--- src/rtl/ysyx_24100012_ifu.sv ---
// Instruction fetch unit: one outstanding fetch, four-state loop
// REQ -> WAIT -> OUT -> EXEC, with a sticky misaligned-target flag.
module ysyx_24100012_ifu #(
    parameter int ADDR_WIDTH = 32,
    parameter int DATA_WIDTH = 32,
    parameter logic [ADDR_WIDTH-1:0] RESET_PC = ADDR_WIDTH'(32'h8000_0000)
) (
    input  logic                  clk,
    input  logic                  rst_n,
    output logic                  imem_req_valid,
    output logic [ADDR_WIDTH-1:0] imem_req_addr,
    input  logic                  imem_req_ready,
    input  logic                  imem_resp_valid,
    input  logic [DATA_WIDTH-1:0] imem_resp_data,
    output logic                  inst_valid,
    input  logic                  inst_ready,
    output logic [DATA_WIDTH-1:0] inst,
    output logic [ADDR_WIDTH-1:0] pc,
    input  logic                  commit_valid,
    input  logic                  PCSel,
    input  logic [ADDR_WIDTH-1:0] target,
    output logic                  misalign
);

    typedef enum logic [1:0] {
        S_REQ,
        S_WAIT,
        S_OUT,
        S_EXEC
    } state_t;

    state_t                state;
    state_t                state_nxt;
    logic [ADDR_WIDTH-1:0] pc_nxt;
    logic [DATA_WIDTH-1:0] inst_nxt;
    logic                  misalign_nxt;
    logic                  active;

    // active keeps the request low until the first clock edge out of reset
    always_ff @(posedge clk or negedge rst_n) begin
        if (!rst_n) begin
            state    <= S_REQ;
            pc       <= RESET_PC;
            inst     <= '0;
            misalign <= 1'b0;
            active   <= 1'b0;
        end else begin
            state    <= state_nxt;
            pc       <= pc_nxt;
            inst     <= inst_nxt;
            misalign <= misalign_nxt;
            active   <= 1'b1;
        end
    end

    always_comb begin
        state_nxt    = state;
        pc_nxt       = pc;
        inst_nxt     = inst;
        misalign_nxt = misalign;
        unique case (state)
            S_REQ: begin
                if (imem_req_ready) state_nxt = S_WAIT;
            end
            S_WAIT: begin
                if (imem_resp_valid) begin
                    inst_nxt  = imem_resp_data;
                    state_nxt = S_OUT;
                end
            end
            S_OUT: begin
                if (inst_ready) state_nxt = S_EXEC;
            end
            S_EXEC: begin
                if (commit_valid) begin
                    state_nxt = S_REQ;
                    if (PCSel) begin
                        pc_nxt = {target[ADDR_WIDTH-1:2], 2'b00};
                        if (target[1:0] != 2'b00) misalign_nxt = 1'b1;
                    end else begin
                        pc_nxt = pc + ADDR_WIDTH'(4);
                    end
                end
            end
            default: state_nxt = S_REQ;
        endcase
    end

    assign imem_req_valid = active && (state == S_REQ);
    assign imem_req_addr  = pc;
    assign inst_valid     = (state == S_OUT);

endmodule

--- config.mk ---
export PLATFORM = sky130hd
export DESIGN_NAME = ysyx_24100012_ifu
export DESIGN_NICKNAME = d
export VERILOG_FILES = /design/src/rtl/ysyx_24100012_ifu.sv
export SDC_FILE = /design/constraint.sdc
export NUM_CORES = 1
export LEC_CHECK = 0
export BUFFER_PORTS_ARGS = -buffer_cell sky130_fd_sc_hd__buf_4
export CAP_MARGIN = 40
export CORE_MARGIN = 2
export CORE_UTILIZATION = 47
export DETAILED_ROUTE_END_ITERATION = 8
export PLACE_DENSITY = 0.87
export SLEW_MARGIN = 15
export SYNTH_ARGS = -nofsm -noshare
export SYNTH_HDL_FRONTEND = slang
export SYNTH_SLANG_ARGS = --single-unit
--- constraint.sdc ---
create_clock -name clk -period 2.25 [get_ports clk]
set_input_delay 0.1125 -clock clk [delete_from_list [all_inputs] [get_ports clk]]
set_output_delay 0.1125 -clock clk [all_outputs]
set_load 0.005 [all_outputs]
=== Word level (Yosys, flattened, before mapping) ===
Cells that the tools add are included.
W data, S select, Z words.

* Register bits: 68
* Bits in latches: 0
* Memory bits (writable): 0
* ROM bits: 0
* Bits of input ports: 71
* Output and inout port bits: 99
* Memories: 0

* $add $sub $neg: 1
* $mul: 0
* Divide/modulo/power cells: 0
* Order comparisons: 0
* Equal/unequal tests: 7
* Shifts and indexed selects: 0
* Multiplexer cells: 6
* Bitwise gates (word level): 0
* Reduce and logical (&&, ||, !) cells: 7

{| class="wikitable"
|+ Operators by type and width
! operator !! count
|-
| $add A32 B3 Y32 const B || 1
|-
| $mux W32 || 1
|-
| $mux W2 || 4
|-
| $pmux W2 S4 || 1
|-
| $reduce_and A4 Y1 || 2
|-
| $ne A2 B2 Y1 const B || 3
|-
| $eq A2 B2 Y1 const B || 2
|-
| $reduce_and A2 Y1 || 2
|-
| $eq A2 B1 Y1 const B || 1
|-
| $logic_not A2 Y1 || 1
|-
| $ne A2 B1 Y1 const B || 1
|-
| $reduce_bool A2 Y1 || 1
|-
| $logic_and A1 B1 Y1 || 1
|}

=== Depth between registers and ports, before layout ===
Gate-level depths: netlist of the first run.

* Word-level depth: 3
* Mapped depth: 7

=== Worst setup path before layout of the first run ===
Ideal clock, no wire load.

* Kind: reg-to-reg
* From: register pc[2], in the netlist imem_req_addr[2]
* To: register pc[28], in the netlist imem_req_addr[28]
* Setup time: 127 ps
* Data arrival time: 1677 ps
* Data required time: 2123 ps
* Path slack: 446 ps
* Stages on the path, launching flop included: 7
* Buffers on the path: 0
* Clock period less this slack: 1804 ps
* Cell sequence: dfrtp_1 > ha_1 > and4_1 > nand4_2 > or2_2 > nor4_1 > nor3_1

* Cells in the longest elaborated chain, start to end: 2

{| class="wikitable"
|+ Ends and longest elaborated chain
! item !! RTL line !! source
|-
| start, declared || 18 || <nowiki>output logic [ADDR_WIDTH-1:0] pc,</nowiki>
|-
| start signal, assigned || 49 || <nowiki>pc <= pc_nxt;</nowiki>
|-
| $add A32 B3 Y32 || 81 || <nowiki>pc_nxt = pc + ADDR_WIDTH'(4);</nowiki>
|-
| $mux W32 || 77 || <nowiki>if (PCSel) begin</nowiki>
|}

Every way passes these cells.
A chain may end at the register's enable or synchronous reset.

=== Final worst setup path of the first run ===
* From: register pc[20], in the netlist imem_req_addr[20]
* To: register pc[29], in the netlist imem_req_addr[29]

Same word-level chain as after synthesis.

==> metrics.yaml, run 1 <==
sta:
  hold_ws_ns: 0.00420
  finalCritPeriodShare_pct: 86.8
  rsz0062_at_grt: "false"
  fin_crit_ns: 1.95
  slew_headroom_pct: 59.5
  worst_pin_slew_ns: 0.603
  max_freq_ghz: 0.512
  clock-skew-final_ns: 0.00987
  drv_slew: 0
  setup_tns_ns: 0
  hold_viol_final: 0
  setup_viol: 0
  fin_ws_ns: 0.297
cts:
  cts_resized: 0
  cts_tree: "built"
  cts_buffer_depth: 2
  clkTransAtPathRegs_ns: 0.08
  htreeDepth: 3
  postCtsSetupRepairBufs: 0
  numClockSinks: 66
  hold_buffers: 9
  cts-root-buf: "clkbuf_8"
  clk_latency_ns: 0.33
  cts_made_buffers: 9
layout:
  fin_cells: 608
  drive_above_1_share_pct: 46.8
  antenna_cells: 0
  syn2layout_area_growth_pct: 39.9
  final_cell_mix: "buf_4 (173), dfrtp_1 (65), mux2_2 (32)"
  final_common_cell: "buf_4"
  layout.nets: 580
  fin_util_pct: 68.9
floorplan:
  core_area_sq_mm: 0.00733
  die_h_um: 91.6
  rows: 31
  initial_core_util_pct: 49.2
  num_io_pins: 170
  die_x_um: 91.6
  die_area_sq_mm: 0.00839
worst_hold_path:
  min_path_type: "in2reg"
routing:
  drc: 0
  vias: 3355
  drt-total-wl_um: 10100
  ant_nets: 0
  drt-initial-drc-count: 254
  via_per_inst: 5.52
  drtPass1Iterations: 4
  wl_per_cell_um: 16.6
grt:
  grt_use_total_pct: 24.2
  gr-usage-met1_pct: 29.6
  grt_max_degree: 67
  grt_overflow: 0
  grt_pass1_vias: 3344
  antenna_found_initial: 0
  grt_use_met2_pct: 40.4
  top_usage_layer: "met2"
  grt_use_met3_pct: 7.72
  grt_pass1_wl_um: 16300
worst_setup_path:
  crit_arrival_ns: 2.23
  path_cells: "nand3_1 > nor3_1 > nand2_1 > nor4_1 > a211o_2"
  crit_slowest_cell: "nor3_1"
  r2r_slack_ns: 0.30
  critPathLaunchType: "flop"
  crit_type: "reg2reg"
  path_buf_inv: 0
  critical_path.top_delay_family: "simple AND/OR/NAND/NOR gates"
  end_kind: "flop"
  cp.required_ns: 2.52
  slowest_delay_ns: 0.56
  crit_fanout: 9
synth:
  synth_warnings: 0
  syn_area_per_cell_sq_um: 10.1
  ys_types: 55
  yosys_most_used_dff: "dfrtp_1"
  syn_area_sq_mm: 0.00361
  synth-seq-cells: 66
  synth_edf_count: 0
  ys_seq_area_share_pct: 45.8
  syn_inst: 357
  synth_async_sr_flop_share_pct: 100
place:
  hpwl_um: 7060
  place_inst: 579
  io_buffers: 165
  post-place-ws_ns: 0.358
  globalplace.congestion: 0.851
status:
  status: "finished, final reports clean"
flow_run:
  cap_violations: 0
power_and_ir_drop:
  p_per_area_mw_per_mm2: 1160
  peakVddDrop_v: 0.000677
  p_leak_uw: 0.00237
-- per-layer routing --
| metal | vias up | routed length [um] |
|---|---|---|
| met2 | 167 | 4950 |
| li1 | 1564 | - |
| met4 | 0 | 165 |
| met5 | - | 0 |
| met1 | 1606 | 3990 |
| met3 | 18 | 977 |
-- stage by stage --
stage          power (uW)  area, sq um
2_1_floorplan        3530         3620
3_3_place_gp         4710         4710
3_5_place_dp         4840         4710
4_1_cts              5840         4990
5_1_grt              6240         5050
6_report             5840         5050
-- report_power, final --
part	switching, uW	internal [uW]	total [uW]
Combinational	980	1550	2530
Clock	469	509	979
Sequential	595	1740	2330
Total	2040	3790	5840
-- cells by family (layout without fill, tap and decap cells) --
| family | count (synthesis) | count (layout) | synth area share [%] |
|---|---|---|---|
| simple gates | 104 | 104 | 16.3 |
| compound gates | 82 | 82 | 15.0 |
| flops | 66 | 66 | 45.8 |
| buf+inv | 64 | 213 | 10.4 |
| mux | 34 | 34 | 10.5 |
| fa+ha+maj | 5 | 5 | 1.73 |
| other cells | 2 | 5 | 0.208 |
-- cells in the mapped netlist, drive strengths merged (2+ instances only) --
master	instances	area, sq um
a211oi	5	42.5
a31oi	2	12.5
nand3	16	92.6
nor2	22	82.6
and4	4	37.5
a311oi	10	93.8
mux2	32	360
nor4	6	52.6
mux2i	2	20.0
conb	2	7.51
nand2	16	60.1
buf	40	287
or3	7	43.8
o22ai	5	31.3
and3	8	57.6
nor3	12	65.1
inv	11	41.3
o21ai	27	135
o2bb2ai	3	26.3
o21bai	2	15.0
a22oi	3	22.5
dfrtp	65	1630
a21oi	16	80.1
ha	5	62.6
nand4	4	31.3
and2	2	12.5
or4	2	15.0
clkbuf	13	48.8
-- worst reg2reg max path: stages (launching register included) --
cell     delay [ns]
dfrtp_1        0.48
nand3_1        0.22
nor3_1         0.56
nand2_1        0.18
nor4_1         0.29
a211o_2        0.17
-- final timing paths --
kind,startpoint,to,cells past startpoint
worst max register to register,imem_req_addr[20],imem_req_addr[29],5
min in group asynchronous,rst_n,imem_req_addr[17],2
worst max-delay path,imem_req_addr[20],imem_req_addr[29],5
worst min-delay path,imem_resp_data[6],inst[6],2
worst min register to register,misalign,misalign,1
max in group asynchronous,rst_n,imem_req_addr[31],3
-- layout make-up --
cell class	instances	area [sq um]
fill	527	2280
sequential	66	1650
multi-input combinational	230	1590
timing repair buffer	186	1450
clock buffer	9	124
tap	99	124
clock inverter	7	70.1
inverter	11	41.3
-- registers in the layout (all words and copies together) (netlist names) --
signal	flops
imem_req_addr	30
misalign	1
state	2
active	1
inst	32
No activity file was read; power rests on OpenSTA's default activity.
==> run 2: changes to the inputs <==
- CORE_UTILIZATION: 47 -> 50
- CTS_BUF_LIST: unset -> sky130_fd_sc_hd__clkbuf_16
- PLACE_DENSITY: 0.87 -> 0.91
- clock period: 2.25 -> 2.3 ns (I/O delays scaled with it)
==> metrics.yaml, run 2 (synthesized netlist as in run 1, its figures left out) <==
worst_setup_path:
  crit_type: "reg2reg"
  slowest_delay_ns: 0.43
  reg2regPathDepth: 6
  end_kind: "flop"
  cp.required_ns: 2.49
  crit_arrival_ns: 2.30
  crit_slowest_cell: "dfrtp_1"
  path_cells: "ha_1 > and4_1 > nand4_2 > or2_2 > nor4_1 > nor3_1"
  critPathLaunchType: "flop"
  crit_fanout: 9
floorplan:
  die_x_um: 88.9
  initial_core_util_pct: 52.5
  rows: 30
  die_h_um: 88.9
  die_area_sq_mm: 0.00791
  core_area_sq_mm: 0.00687
  num_io_pins: 170
place:
  globalplace.congestion: 0.872
  hpwl_um: 7380
  post-place-ws_ns: 0.220
  io_buffers: 165
cts:
  cts_made_buffers: 9
  cts_tree: "built"
  clk_latency_ns: 0.32
  numClockSinks: 66
  htreeDepth: 3
  clkTransAtPathRegs_ns: 0.06
  cts_resized: 0
  cts-root-buf: "clkbuf_16"
  cts_buffer_depth: 2
routing:
  routed.top_layer: "met4"
  dr_wl_met3_um: 477
  ant_nets: 0
  drc: 0
  drt-total-wl_um: 10100
  wl_per_cell_um: 17.0
  drt-initial-drc-count: 201
  wl_met2_um: 5470
  wl_met1_um: 3950
  vias: 3303
  drtPass1Iterations: 4
  via_per_inst: 5.58
worst_hold_path:
  min_path_type: "in2reg"
  whs_path_depth: 2
grt:
  antenna_found_initial: 0
  grt_max_degree: 67
  grt_use_total_pct: 24.6
  grt_overflow: 0
  grt_pass1_wl_um: 15100
  grt_pass1_vias: 3170
sta:
  setup_viol: 0
  finalCritPeriodShare_pct: 91.8
  fin_crit_ns: 2.11
  max_freq_ghz: 0.474
  rsz0062_at_grt: "false"
  fin_ws_ns: 0.190
  worst_pin_slew_ns: 0.572
  clock-skew-final_ns: 0.00403
  hold_viol_final: 0
  slew_headroom_pct: 61.5
  setup_tns_ns: 0
  drv_slew: 0
layout:
  layout.nets: 567
  fill_cells: 527
  syn2layout_area_growth_pct: 39.8
  final_common_cell: "buf_4"
  antenna_cells: 0
  top_register: "inst"
  largest_reg_flops: 32
  final_cell_mix: "buf_4 (171), dfrtp_1 (65), mux2_2 (32)"
  fin_util_pct: 73.4
  drive_above_1_share_pct: 47.4
power_and_ir_drop:
  power_uw: 6220
  p_per_area_mw_per_mm2: 1230
  p_leak_uw: 0.00237
  peakVddDrop_v: 0.000708
flow_run:
  cap_violations: 0
status:
  status: "finished, final reports clean"
==> run 2: cell count changes in the layout (fill, tap and decap cells not counted) <==
cell,before,now
buf_4,173,171
bufinv_16,1,2
clkbuf_16,0,9
clkbuf_8,9,0
clkinv_1,0,1
clkinv_2,3,1
clkinv_4,2,0
clkinvlp_4,1,2
dlygate4sd3_1,12,1
inv_6,0,1
==> run 2: area by class of cell <==
type | instances | area, sq um | area share [%]
Sequential cell | 66 | 1650 | 32.8
Multi-Input combinational cell | 230 | 1590 | 31.5
Timing Repair Buffer | 173 | 1320 | 26.2
Clock buffer | 9 | 225 | 4.47
Tap cell | 96 | 120 | 2.38
Clock inverter | 7 | 92.6 | 1.84
Inverter | 11 | 41.3 | 0.819
==> run 2: timing repair <==
action | CTS | global route
hold buffers | 1 | 0
endpoints found under the hold margin | 65 | 0
buffers inserted | 0 | 0
==> run 2: power breakdown <==
part	switching (uW)	internal [uW]	leakage [uW]	total, uW
clock	506	946	0.000149	1450
combinational	988	1510	0.00142	2500
sequential	566	1700	0.000791	2270
==> run 2: critical path: cells and delay by family, from the launching register on <==
family,cells,cell delay (ns)
flops,1,0.43
fa+ha+maj,1,0.28
simple gates,5,1.28
==> run 2: per-stage QoR <==
stage	hold slack, ns	cells	cell area, sq um
3_5_place_dp	0.274	574	4690
6_report	0.0257	592	5040
2_1_floorplan	-0.181	360	3620
4_1_cts	0.0172	591	5010
3_3_place_gp	0.263	574	4690
5_1_grt	0.0171	592	5040
==> run 2: final timing paths <==
path                                     from                end  slack, ns
min in group asynchronous               rst_n  imem_req_addr[12]       0.17
min                        imem_resp_data[26]           inst[26]       0.03
max                          imem_req_addr[2]  imem_req_addr[28]       0.19
max reg2reg                  imem_req_addr[2]  imem_req_addr[28]       0.19
min reg2reg                          misalign           misalign       0.48
max in group asynchronous               rst_n  imem_req_addr[31]       1.57
==> run 2: layer usage <==
layer | track usage [%] | vias to the layer above
met3 | 3.51 | 14
met2 | 42.9 | 128
met5 | 0 | -
met1 | 31.0 | 1619
li1 | - | 1542
met4 | 9.36 | 0
==> run 3: changes to the inputs <==
- CORE_UTILIZATION: 50 -> 51
- PLACE_DENSITY: 0.91 -> 0.93
==> metrics.yaml, run 3 (synthesized netlist as in run 1, its figures left out) <==
grt:
  grt_overflow: 0
  grt_max_degree: 67
  grt_use_total_pct: 27.6
  antenna_found_initial: 0
  grt_use_met2_pct: 48.0
  grt_pass1_wl_um: 16300
  gr-usage-met1_pct: 31.8
  top_usage_layer: "met2"
  grt_use_met3_pct: 6.69
  grt_pass1_vias: 3379
power_and_ir_drop:
  p_per_area_mw_per_mm2: 1240
  peakVddDrop_v: 0.000827
  p_leak_uw: 0.00235
layout:
  layout.nets: 566
  fill_cells: 502
  largest_reg_flops: 32
  syn2layout_area_growth_pct: 40.0
  drive_above_1_share_pct: 47.5
  final_cell_mix: "buf_4 (170), dfrtp_1 (65), mux2_2 (32)"
  final_common_cell: "buf_4"
  antenna_cells: 0
  top_register: "inst"
  final_cell_area_sq_mm: 0.00505
routing:
  drtPass1Iterations: 5
  wl_per_cell_um: 18.2
  drt-initial-drc-count: 209
  drc: 0
  vias: 3363
  drt-total-wl_um: 10800
  via_per_inst: 5.69
  ant_nets: 0
place:
  placed_area_sq_mm: 0.00468
  hpwl_um: 7420
  globalplace.congestion: 0.851
  io_buffers: 165
worst_setup_path:
  crit_type: "reg2reg"
  cp.required_ns: 2.50
  end_kind: "flop"
  crit_arrival_ns: 2.32
  critPathLaunchType: "flop"
  crit_fanout: 9
floorplan:
  rows: 30
  die_x_um: 88.1
  core_area_sq_mm: 0.00683
  die_area_sq_mm: 0.00776
  initial_core_util_pct: 52.8
  num_io_pins: 170
  die_h_um: 88.1
sta:
  fin_crit_ns: 2.11
  hold_viol_final: 0
  drv_slew: 0
  hold_ws_ns: 0.0134
  setup_viol: 0
  setup_tns_ns: 0
  finalCritPeriodShare_pct: 91.9
  rsz0062_at_grt: "false"
  worst_pin_slew_ns: 0.685
  slew_headroom_pct: 54.3
  max_freq_ghz: 0.473
  clock-skew-final_ns: 0.00830
cts:
  clkTransAtPathRegs_ns: 0.06
  cts_buffer_depth: 2
  postCtsSetupRepairBufs: 0
  htreeDepth: 3
  cts_made_buffers: 9
  cts-root-buf: "clkbuf_16"
  clk_latency_ns: 0.33
  cts_tree: "built"
  numClockSinks: 66
flow_run:
  cap_violations: 0
worst_hold_path:
  min_path_type: "in2reg"
status:
  status: "finished, final reports clean"
## run 3: changes by cell type in the layout (fill, tap and decap cells not counted), sizes merged
cell / delta
clkinv: -1
clkinvlp: +1
buf: -1
## run 3: critical path, cell delays in order, from the launching register on
cell,delay [ns]
dfrtp_1,0.43
ha_1,0.27
and4_1,0.36
nand4_4,0.21
nor2_2,0.25
a311oi_1,0.13
a211oi_1,0.33
## run 3: layout make-up
cell class                      count  area (sq um)  area share, %
Clock inverter                      7          95.1           1.88
Timing Repair Buffer              172          1310           26.0
Multi-Input combinational cell    230          1600           31.7
Tap cell                           96           120           2.38
Clock buffer                        9           225           4.46
Sequential cell                    66          1650           32.7
Inverter                           11          41.3          0.818
## run 3: report_power, final
group | total [uW] | leakage, uW | internal (uW) | switching [uW]
clock network | 1470 | 0.000149 | 946 | 524
logic | 2510 | 0.00141 | 1500 | 1010
registers | 2290 | 0.000791 | 1700 | 586
## run 3: path summary, 6_finish.rpt
| path | to | cells after the start | slack, ns | from |
|---|---|---|---|---|
| setup / recovery | imem_req_addr[22] | 6 | 0.19 | imem_req_addr[2] |
| hold / removal | inst[22] | 2 | 0.01 | imem_resp_data[22] |
| setup reg to reg | imem_req_addr[22] | 6 | 0.19 | imem_req_addr[2] |
| hold reg to reg | misalign | 1 | 0.49 | misalign |
| max in group asynchronous | imem_req_addr[31] | 3 | 1.60 | rst_n |
| min in group asynchronous | inst[7] | 2 | 0.16 | rst_n |
## run 3: stage by stage
step | total power (uW) | setup slack (ns) | util [%] | std cells
5_1_grt | 6630 | 0.0426 | 73.9 | 591
6_report | 6270 | 0.186 | 73.9 | 591
3_5_place_dp | 4770 | 0.191 | 68.5 | 573
2_1_floorplan | 3450 | 0.496 | - | 360
3_3_place_gp | 4590 | 0.332 | 68.5 | 573
4_1_cts | 6270 | 0.117 | 73.3 | 590
## run 3: timing repair
| action | CTS | global route |
|---|---|---|
| resized for setup | 0 | 2 |
| hold buffers | 1 | 0 |
| setup endpoints to repair | 0 | 3 |
| hold endpoints to repair | 65 | 0 |
## run 3: metal layers
layer / wire [um] / share of wire (%)
met5: 0 / 0
met4: 338 / 3.1
met3: 664 / 6.2
met2: 5790 / 54
met1: 3970 / 37
